**config.mk**
```make
export PLATFORM = sky130hd
export DESIGN_NAME = adder_seq_slice
export DESIGN_NICKNAME = d
export VERILOG_FILES = /design/src/rtl/adder_seq_slice.sv
export SDC_FILE = /design/constraint.sdc
export NUM_CORES = 1
export LEC_CHECK = 0
export ABC_AREA = 1
export CAP_MARGIN = 40
export CORE_UTILIZATION = 45
export DETAILED_ROUTE_END_ITERATION = 10
export PLACE_DENSITY = 0.69
export SLEW_MARGIN = 15
export SYNTH_ARGS = -nofsm -noshare
export SYNTH_HDL_FRONTEND = slang
export SYNTH_SLANG_ARGS = --single-unit
```
**constraint.sdc**
```tcl
create_clock -name clk -period 3.1 [get_ports clk]
set_input_delay 0.62 -clock clk [delete_from_list [all_inputs] [get_ports clk]]
set_output_delay 0.62 -clock clk [all_outputs]
set_load 0.02 [all_outputs]
```
**src/rtl/adder_seq_slice.sv**
```systemverilog
// Sequential adder: one 3-bit ripple slice per cycle, WIDTH/3 cycles per add.
// Optional ADDER_SEQ_OVF_EN adds a registered signed-overflow output (ovf).
module adder_seq_slice #(
    parameter int unsigned WIDTH = 12
) (
    input  logic             clk,
    input  logic             rst,
    input  logic             in_valid,
    output logic             in_ready,
    input  logic [WIDTH-1:0] a,
    input  logic [WIDTH-1:0] b,
    input  logic             cin,
    output logic             out_valid,
    input  logic             out_ready,
    output logic [WIDTH-1:0] sum,
    output logic             cout
`ifdef ADDER_SEQ_OVF_EN
    ,
    output logic             ovf
`endif
);

    localparam int unsigned NSLICE = WIDTH / 3;
    localparam int unsigned IDXW = (NSLICE > 1) ? $clog2(NSLICE) : 1;
    localparam logic [IDXW-1:0] LastIdx = IDXW'(NSLICE - 1);

    typedef enum logic [1:0] {StIdle, StRun, StDone} state_e;

    state_e           state_q, state_d;
    logic [WIDTH-1:0] a_q, a_d, b_q, b_d, sum_q, sum_d;
    logic [IDXW-1:0]  idx_q, idx_d;
    logic             carry_q, carry_d;
    logic             cout_q, cout_d;
    logic             in_ready_q, in_ready_d;
    logic             out_valid_q, out_valid_d;
`ifdef ADDER_SEQ_OVF_EN
    logic             ovf_q, ovf_d;
`endif

    always_comb begin
        logic [3:0] c;
        logic [2:0] s;

        // Operands shift right each slice, so the active slice is always bits [2:0].
        c[0] = carry_q;
        s    = '0;
        for (int i = 0; i < 3; i++) begin
            s[i]     = a_q[i] ^ b_q[i] ^ c[i];
            c[i + 1] = (a_q[i] & b_q[i]) | (c[i] & (a_q[i] ^ b_q[i]));
        end

        state_d = state_q;
        a_d     = a_q;
        b_d     = b_q;
        sum_d   = sum_q;
        idx_d   = idx_q;
        carry_d = carry_q;
        cout_d  = cout_q;
`ifdef ADDER_SEQ_OVF_EN
        ovf_d   = ovf_q;
`endif

        unique case (state_q)
            StIdle: begin
                if (in_valid) begin
                    a_d     = a;
                    b_d     = b;
                    carry_d = cin;
                    idx_d   = '0;
                    state_d = StRun;
                end
            end
            StRun: begin
                a_d     = a_q >> 3;
                b_d     = b_q >> 3;
                // New slice enters at the top; after NSLICE shifts every slice sits in place.
                sum_d   = (sum_q >> 3) | (WIDTH'(s) << (WIDTH - 3));
                carry_d = c[3];
                idx_d   = idx_q + IDXW'(1);
                if (idx_q == LastIdx) begin
                    cout_d  = c[3];
`ifdef ADDER_SEQ_OVF_EN
                    ovf_d   = c[2] ^ c[3];
`endif
                    state_d = StDone;
                end
            end
            StDone: begin
                if (out_ready) begin
                    state_d = StIdle;
                end
            end
            default: state_d = StIdle;
        endcase

        in_ready_d  = (state_d == StIdle);
        out_valid_d = (state_d == StDone);
    end

    always_ff @(posedge clk) begin
        if (rst) begin
            state_q     <= StIdle;
            a_q         <= '0;
            b_q         <= '0;
            sum_q       <= '0;
            idx_q       <= '0;
            carry_q     <= 1'b0;
            cout_q      <= 1'b0;
            in_ready_q  <= 1'b1;
            out_valid_q <= 1'b0;
`ifdef ADDER_SEQ_OVF_EN
            ovf_q       <= 1'b0;
`endif
        end else begin
            state_q     <= state_d;
            a_q         <= a_d;
            b_q         <= b_d;
            sum_q       <= sum_d;
            idx_q       <= idx_d;
            carry_q     <= carry_d;
            cout_q      <= cout_d;
            in_ready_q  <= in_ready_d;
            out_valid_q <= out_valid_d;
`ifdef ADDER_SEQ_OVF_EN
            ovf_q       <= ovf_d;
`endif
        end
    end

    assign in_ready  = in_ready_q;
    assign out_valid = out_valid_q;
    assign sum       = sum_q;
    assign cout      = cout_q;
`ifdef ADDER_SEQ_OVF_EN
    assign ovf       = ovf_q;
`endif

endmodule

```
== Word-level counts from Yosys, hierarchy flattened ==
Cells that the tools add are included.
Storage, ports and cells
  flip-flop bits (word level): 44
  input bits: 29
  output and inout bits: 15
  logic and storage cells: 48
Operators by class
  add/subtract/negate cells: 1
  eq/ne operators: 5
  mux-type cells: 12
  bitwise logic cells: 16
  reductions and logical operators: 5
Operators by type and width (number)
  12-bit one-hot mux with 2 select lines: 2
  12-bit two-way mux: 2
  9-bit by 12-bit bitwise OR with 12-bit output: 1
  2-bit two-way mux: 4
  1-bit bitwise AND: 6
  2-bit == test (second input constant): 3
  2-bit one-hot mux with 3 select lines: 1
  1-bit XOR: 6
  2-bit logical NOT: 2
  2-bit one-hot mux with 2 select lines: 1
  2-bit AND reduction: 2
  1-bit bitwise OR: 3
  2-bit by 1-bit adder with 2-bit output (second input constant): 1
  2-bit by 1-bit == test with 1-bit output (second input constant): 1
  2-bit inequality test (second input constant): 1
  1-bit one-hot mux with 2 select lines: 1
  2-bit nonzero test: 1
  1-bit two-way mux: 1

== Logic depth before layout (Yosys ltp) ==
Gate-level depths: netlist of the first run.
  word-level depth: 8
  mapped depth: 11
  gate-level depth less buffers: 11

== Worst setup path after synthesis of the first run ==
No wires, ideal clock.
  kind: reg-to-reg
  start: register a_q[0]
  end: register cout_q, in the netlist cout
  setup time: 0.070 ns
  arrival time: 1.608 ns
  data required time: 3.030 ns
  path slack: 1.422 ns
  stages on the path, launching flop included: 10
  buffers on the path: 0
  period minus slack after synthesis: 1.678 ns
  cells stage by stage: dfxtp_1 inv_1 fa_1 inv_1 fa_1 inv_1 fa_1 inv_1 nand3_1 a21oi_1
Between the ends
  word-level cells in the longest chain between the ends: 7
  elaborated cells between the ends (all ways): 8
  those cells by class: bitwise: 8
Ends and longest elaborated chain
  start: declaration: RTL line 30  | logic [WIDTH-1:0] a_q, a_d, b_q, b_d, sum_q, sum_d;
  start signal: assignment: RTL line 103  | a_q <= '0;
  start signal: assignment: RTL line 116  | a_q <= a_d;
  1-bit XOR: RTL line 49  | c[i + 1] = (a_q[i] & b_q[i]) | (c[i] & (a_q[i] ^ b_q[i]));
  1-bit bitwise AND: RTL line 49
  1-bit bitwise OR *: RTL line 49
  1-bit bitwise AND *: RTL line 49
  1-bit bitwise OR *: RTL line 49
  1-bit bitwise AND *: RTL line 49
  1-bit bitwise OR *: RTL line 49
  end signal: assignment: RTL line 121  | cout_q <= cout_d;
  end: declaration: RTL line 33  | logic cout_q, cout_d;
Mark *: on every way between the ends. The rest lies on a longest branch, timed or not.
A chain may end at the register's enable or synchronous reset.

== Final worst setup path of the first run ==
  start: register sum_q[6], in the netlist sum[6]
  end: output port sum[6]
RTL lines
  start: declaration: RTL line 30
  start signal: assignment: RTL line 118  | sum_q <= sum_d;
  end: declaration: RTL line 15  | output logic [WIDTH-1:0] sum,
No word-level cell between the ends.

==> insert_results.sql, run 1 <==
INSERT INTO impl_metrics (metric_group, metric, value, unit) VALUES
('run_status', 'status', 'finished clean', ''),
('floorplan', 'design.core.area', '0.004086', 'sq mm'),
('placement', 'hpwlAfterDp', '2474', 'microns'),
('route', 'num_vias', '1739', ''),
('timing', 'layout_min_cycle_time', '1.895', 'ns'),
('setup_path', 'cp-end-kind', 'primary output', ''),
('floorplan', 'die_x', '68.11', 'microns'),
('setup_path', 'critPathSlowestCell', 'sky130_fd_sc_hd__clkdlybuf4s50_1', ''),
('synth', 'syn_avg_cell_area', '6.950', 'sq um'),
('floorplan', 'effective_utilization_at_floorplan', '0.4813', ''),
('synth', 'ys_top_cells_by_count', '70 x sky130_fd_sc_hd__nor2_1, 60 x sky130_fd_sc_hd__nand2_1, 44 x sky130_fd_sc_hd__dfxtp_1, 31 x sky130_fd_sc_hd__inv_1, 25 x sky130_fd_sc_hd__o21ai_0', ''),
('floorplan', 'row_count', '23', ''),
('clock_network', 'clock_tree_from_tritoncts', 'built', ''),
('timing', 'drv_slew', '0', ''),
('timing', 'fin_skew', '0.006375', 'ns'),
('grt', 'first_pass_grt_wire_length', '6368', 'microns'),
('placement', 'placement.io_buffers', '43', ''),
('route', 'top_signal_layer_used', 'met4', ''),
('synth', 'synthMostInstantiatedCell', 'sky130_fd_sc_hd__nor2_1', ''),
('cells_and_area', 'final_util', '0.6026', ''),
('power_and_ir_drop', 'power-per-cell-area', '491.9', 'mW/mm^2'),
('grt', 'grt.overflow.total', '0', ''),
('cells_and_area', 'final_nets', '353', ''),
('timing', 'max-slew-margin-rel', '0.4938', ''),
('timing', 'tightest_slew', '0.7543', 'ns'),
('route', 'vias_cell', '4.687', ''),
('floorplan', 'floorplan.io_pins', '44', ''),
('clock_network', 'root_buffer_cell', 'sky130_fd_sc_hd__clkbuf_8', ''),
('cells_and_area', 'flow.area_growth_from_synthesis', '25.19', '%'),
('setup_path', 'setup.worst_path.start_class', 'flip-flop', ''),
('timing', 'timing.final.hold_violations', '0', ''),
('route', 'detail_route.drc_violations', '0', ''),
('timing', 'finalSetupViolations', '0', ''),
('setup_path', 'worstPathBufferInverterCount', '1', ''),
('setup_path', 'max_stage_delay', '0.62', 'ns'),
('floorplan', 'dieHeight', '68.11', 'microns'),
('setup_path', 'critPathArrivalTime', '1.27', 'ns'),
('timing', 'post-route-period-util', '0.6113', ''),
('setup_path', 'critPathTopFamily', 'buffers and inverters', ''),
('synth', 'post_synth_inst_count', '283', ''),
('synth', 'synth_enable_flop_cells', '0', ''),
('grt', 'grt_start_max_net_pins', '45', ''),
('cells_and_area', 'seq_area', '880.8', 'sq um'),
('clock_network', 'cts-htree-levels', '2', ''),
('run', 'cap_viol_max_count', '0', ''),
('power_and_ir_drop', 'power.ir.vdd_worst', '402.7', 'uV'),
('route', 'drt-total-wl', '3760', 'microns'),
('route', 'drtPass1Iterations', '4', ''),
('grt', 'grt_use_total', '0.1837', ''),
('clock_network', 'clkSinkCount', '44', ''),
('synth', 'synthDistinctLibCells', '20', ''),
('clock_network', 'post_cts_hold_buffer_count', '0', ''),
('route', 'route.met3.wl', '129', 'microns'),
('clock_network', 'cts_buffers', '5', ''),
('synth', 'yosys_warnings', '0', ''),
('floorplan', 'fp.dieArea', '0.004639', 'sq mm'),
('clock_network', 'cts.repair_timing.setup_buffer_count', '0', ''),
('cells_and_area', 'multiInputGateArea', '860.8', 'sq um'),
('clock_network', 'post_cts.resized_instances', '0', ''),
('cells_and_area', 'layout-drive-gt1-share', '0.04984', ''),
('route', 'wl_per_cell', '10.13', 'microns'),
('synth', 'synth_area_leaders', 'sky130_fd_sc_hd__dfxtp_1 45%, sky130_fd_sc_hd__nor2_1 13%, sky130_fd_sc_hd__nand2_1 11%', ''),
('clock_network', 'cts.clk_slew.worst_paths', '0.09', 'ns'),
('synth', 'synth-async-reset-ratio', '0', ''),
('route', 'route.antenna.remaining_nets', '0', ''),
('clock_network', 'cts_max_path_buffers', '2', ''),
('timing', 'final.setup.tns', '0', 'ns'),
('clock_network', 'clk_latency_worst_skew_pair', '0.29', 'ns'),
('placement', 'gp_congestion', '0.7536', ''),
('setup_path', 'worst-path-max-fanout', '3', ''),
('timing', 'rsz0062_at_grt', 'false', '');
==> cells by family after synthesis <==
logic type	after synthesis	synth area share
AND/OR/NAND/NOR	144	0.2914
buffers and inverters	48	0.1145
AO/OA/AOI/OAI	43	0.1094
adder cells (fa/ha/maj)	4	0.03690
flip-flops	44	0.4478
==> layout by cell type, fill, tap and decap left out <==
cell type and n:
sky130_fd_sc_hd__inv_1 31, sky130_fd_sc_hd__clkdlybuf4s50_1 43, sky130_fd_sc_hd__nor2_2 1, sky130_fd_sc_hd__inv_2 3, sky130_fd_sc_hd__clkinv_4 1, sky130_fd_sc_hd__nor2_1 70
sky130_fd_sc_hd__dfxtp_1 44, sky130_fd_sc_hd__clkbuf_8 5, sky130_fd_sc_hd__buf_4 1, sky130_fd_sc_hd__o21ai_0 25, sky130_fd_sc_hd__nand3_1 10, sky130_fd_sc_hd__ha_1 1
sky130_fd_sc_hd__nand2_2 1, sky130_fd_sc_hd__nand2_1 60, sky130_fd_sc_hd__fa_1 3, sky130_fd_sc_hd__nand2_4 2, sky130_fd_sc_hd__o21ai_1 3, sky130_fd_sc_hd__clkinvlp_4 2
sky130_fd_sc_hd__a21oi_1 15
==> layer usage <==
layer / up-vias / GRT usage
li1: 933 / -
met1: 759 / 0.2181
met2: 40 / 0.3223
met3: 7 / 0.04000
met4: 0 / 0.06510
met5: - / 0
==> report_power, final <==
part,leakage (nW),internal (W),switching (W)
clock network,0.0404,0.000160,0.000207
registers,0.363,0.000607,0.0000244
logic,0.665,0.0000989,0.000115
==> through the flow <==
step	hold WS (ns)	power, W	worst slack, ns	instances	area, sq um
global route	0.4861	0.001281	1.099	371	2462
global placement	0.4499	0.0008566	1.082	363	2370
floorplan	0.4283	0.0007832	1.422	283	1967
CTS	0.4693	0.001222	1.187	371	2462
finish	0.4669	0.001211	1.205	371	2462
detailed placement	0.4496	0.0008606	1.031	363	2370
==> layout make-up <==
| class | instances | area share |
|---|---|---|
| clock buffers | 5 | 0.02795 |
| clock inverters | 3 | 0.009654 |
| inverters | 34 | 0.05183 |
| multi-input cells | 191 | 0.3496 |
| flip-flops and latches | 44 | 0.3577 |
| well taps | 50 | 0.02541 |
| repair buffers | 44 | 0.1778 |
==> registers in the layout (all words and copies together) (netlist names) <==
name       flops
state_q        2
carry_q        1
cout           1
out_valid      1
in_ready       1
a_q           12
b_q           12
sum           12
idx_q          2
==> path summary, 6_finish.rpt <==
kind / startpoint / end / slack (ns) / depth (start not counted)
worst min-delay path: a_q[10]$_SDFFE_PP0P_ / a_q[10]$_SDFFE_PP0P_ / 0.47 / 2
worst max register to register: a_q[0]$_SDFFE_PP0P_ / cout$_SDFFE_PP0P_ / 1.25 / 9
worst min register to register: a_q[10]$_SDFFE_PP0P_ / a_q[10]$_SDFFE_PP0P_ / 0.47 / 2
worst max-delay path: sum[6]$_SDFFE_PP0P_ / sum[6] / 1.21 / 1
Power figures use the tool's default switching activity.
==> run 2, diff against run 1 <==
PLACE_DENSITY = 0.71   (was 0.69)
clock period = 1.7 ns   (was 3.1 ns; I/O delays follow)
==> run 2 against run 1 <==
Compared with the run above:
- non-clock buffer count increased by 7
- critical path depth increased by 10
- final area increased by 2.7%
==> insert_results.sql, run 2 (synthesis gave the netlist of run 1 again) <==
INSERT INTO impl_metrics (metric_group, metric, value, unit) VALUES
('cells_and_area', 'layout.cells.most_common', 'sky130_fd_sc_hd__nor2_1', ''),
('clock_network', 'root_buffer_cell', 'sky130_fd_sc_hd__clkbuf_8', ''),
('run', 'cap_viol_max_count', '0', ''),
('clock_network', 'cts_max_path_buffers', '2', ''),
('cells_and_area', 'final_util', '0.6188', ''),
('setup_path', 'setup.worst_path.start_class', 'flip-flop', ''),
('timing', 'drv_slew', '0', ''),
('timing', 'max-slew-margin-rel', '0.7302', ''),
('placement', 'placement.cell_area', '0.002415', 'sq mm'),
('floorplan', 'effective_utilization_at_floorplan', '0.4813', ''),
('floorplan', 'floorplan.io_pins', '44', ''),
('clock_network', 'cts-htree-levels', '2', ''),
('timing', 'tightest_slew', '0.4041', 'ns'),
('route', 'drtPass1Iterations', '4', ''),
('clock_network', 'clkSinkCount', '44', ''),
('timing', 'layout_min_cycle_time', '1.693', 'ns'),
('cells_and_area', 'diodes', '0', ''),
('placement', 'placement.io_buffers', '43', ''),
('power_and_ir_drop', 'leakagePower', '1.108', 'nW'),
('hold_path', 'worst_hold_path_type', 'flip-flop to flip-flop', ''),
('floorplan', 'fp.dieArea', '0.004639', 'sq mm'),
('timing', 'timing.final.hold_violations', '0', ''),
('grt', 'grt_start_max_net_pins', '36', ''),
('floorplan', 'die_x', '68.11', 'microns'),
('grt', 'grt_use_total', '0.1955', ''),
('setup_path', 'worst-path-max-fanout', '2', ''),
('cells_and_area', 'layout-drive-gt1-share', '0.1037', ''),
('cells_and_area', 'mostFrequentLayoutCells', '70 x sky130_fd_sc_hd__nor2_1, 60 x sky130_fd_sc_hd__nand2_1, 43 x sky130_fd_sc_hd__clkdlybuf4s50_1, 42 x sky130_fd_sc_hd__dfxtp_1, 26 x sky130_fd_sc_hd__inv_1', ''),
('cells_and_area', 'num-fill-cells', '421', ''),
('route', 'num_vias', '1756', ''),
('cells_and_area', 'flow.area_growth_from_synthesis', '28.56', '%'),
('floorplan', 'dieHeight', '68.11', 'microns'),
('timing', 'post-route-period-util', '0.9958', ''),
('placement', 'hpwlAfterDp', '2571', 'microns'),
('clock_network', 'clock_tree_from_tritoncts', 'built', ''),
('clock_network', 'post_cts_hold_buffer_count', '0', ''),
('cells_and_area', 'multiInputGateArea', '872.1', 'sq um'),
('clock_network', 'cts.clk_slew.worst_paths', '0.08', 'ns'),
('placement', 'gp_congestion', '0.7739', ''),
('grt', 'grt.overflow.total', '0', ''),
('route', 'detail_route.drc_violations', '0', ''),
('timing', 'timing.fmax', '590.7', 'MHz'),
('floorplan', 'design.core.area', '0.004086', 'sq mm'),
('setup_path', 'worst_r2r_path_depth', '11', ''),
('setup_path', 'critPathKind', 'flip-flop to flip-flop', ''),
('route', 'drt_first_iter_violations', '79', ''),
('hold_path', 'worstHoldPathCells', '2', ''),
('route', 'drt-total-wl', '3854', 'microns'),
('cells_and_area', 'final_cell_area', '0.002529', 'sq mm'),
('grt', 'via_count_of_the_first_global_routing_pass', '1600', ''),
('cells_and_area', 'final_nets', '360', ''),
('route', 'route.antenna.remaining_nets', '0', ''),
('setup_path', 'critPathArrivalTime', '1.92', 'ns'),
('route', 'wl_per_cell', '10.20', 'microns'),
('grt', 'first_pass_grt_wire_length', '6713', 'microns'),
('clock_network', 'clk_latency_worst_skew_pair', '0.29', 'ns'),
('run_status', 'status', 'finished clean', ''),
('timing', 'rsz0062_at_grt', 'true', ''),
('setup_path', 'critPathRequiredTime', '1.93', 'ns'),
('grt', 'grt_antenna_before_repair', '0', ''),
('route', 'vias_cell', '4.646', ''),
('timing', 'fin_skew', '0.004120', 'ns'),
('power_and_ir_drop', 'power-per-cell-area', '883.1', 'mW/mm^2'),
('floorplan', 'row_count', '23', ''),
('power_and_ir_drop', 'power.ir.vdd_worst', '440.4', 'uV'),
('clock_network', 'cts_buffers', '5', ''),
('timing', 'finalSetupViolations', '0', ''),
('setup_path', 'cp-end-kind', 'flip-flop', ''),
('cells_and_area', 'seq_area', '883.3', 'sq um');
==> run 2: cell types whose count changed in the layout (fill, tap and decap cells not counted), sizes merged <==
cell and change:
clkinvlp -2, buf +7, clkbuf +1, clkinv +1
==> run 2: area by class of cell <==
| class | instances | share of cell area |
|---|---|---|
| Inverter | 34 | 0.05047 |
| Multi-Input combinational cell | 191 | 0.3449 |
| Clock inverter | 2 | 0.003958 |
| Sequential cell | 44 | 0.3493 |
| Clock buffer | 6 | 0.03266 |
| Timing Repair Buffer | 51 | 0.1940 |
| Tap cell | 50 | 0.02474 |
==> run 2: report_power, final <==
group,internal [W],switching (W),leakage (nW),total [W]
clock,0.000324,0.000340,0.0510,0.000664
sequential,0.00111,0.0000408,0.364,0.00115
combinational,0.000199,0.000223,0.693,0.000422
==> run 2: what timing repair did <==
action	CTS	global route
buffers inserted	1	0
gates cloned	0	0
gates resized for setup	10	1
pin swaps	5	4
hold endpoints to repair	0	0
endpoints found under the setup margin	3	3
==> run 2: worst paths after layout <==
kind                                      startpoint                   end  slack (ns)
worst max-delay path             a_q[0]$_SDFFE_PP0P_  carry_q$_SDFFE_PP0P_       0.007
worst min-delay path            a_q[11]$_SDFFE_PP0P_  a_q[11]$_SDFFE_PP0P_        0.47
worst max register to register   a_q[0]$_SDFFE_PP0P_  carry_q$_SDFFE_PP0P_       0.007
worst min register to register  a_q[11]$_SDFFE_PP0P_  a_q[11]$_SDFFE_PP0P_        0.47
==> run 2: critical path: stages (launching register included) <==
cell	delay [ns]
sky130_fd_sc_hd__dfxtp_2	0.34
sky130_fd_sc_hd__inv_2	0.04
sky130_fd_sc_hd__fa_2	0.37
sky130_fd_sc_hd__inv_2	0.06
sky130_fd_sc_hd__fa_2	0.18
sky130_fd_sc_hd__inv_2	0.04
sky130_fd_sc_hd__fa_2	0.32
sky130_fd_sc_hd__inv_2	0.06
sky130_fd_sc_hd__nand2_1	0.05
sky130_fd_sc_hd__nand2_1	0.06
sky130_fd_sc_hd__nor2_1	0.04
sky130_fd_sc_hd__nor2_1	0.09
==> run 2: layer usage <==
| metal | share of wire | vias up | global-route usage |
|---|---|---|---|
| met4 | 0.016 | 0 | 0.07813 |
| met1 | 0.48 | 765 | 0.2320 |
| li1 | - | 946 | - |
| met5 | 0 | - | 0 |
| met2 | 0.46 | 37 | 0.3407 |
| met3 | 0.035 | 8 | 0.04000 |
==> run 2: stage by stage <==
stage | hold slack, ns | total power, W | setup slack [ns] | setup TNS, ns | std cells
final | 0.4656 | 0.002233 | 0.007140 | 0 | 378
after global routing | 0.4832 | 0.002361 | -0.07774 | -0.1525 | 378
after CTS | 0.4685 | 0.002247 | -0.03759 | -0.05725 | 378
after detailed placement | 0.4559 | 0.001584 | -0.08110 | -0.1525 | 369
after global placement | 0.4484 | 0.001579 | -0.01597 | -0.03050 | 369
after floorplan | 0.4283 | 0.001428 | 0.02213 | 0 | 283
==> run 3, diff against run 2 <==
SLEW_MARGIN = unset   (was 15)
==> results of run 3 <==
Final layout, timing and power as in run 2 (identical DEF).
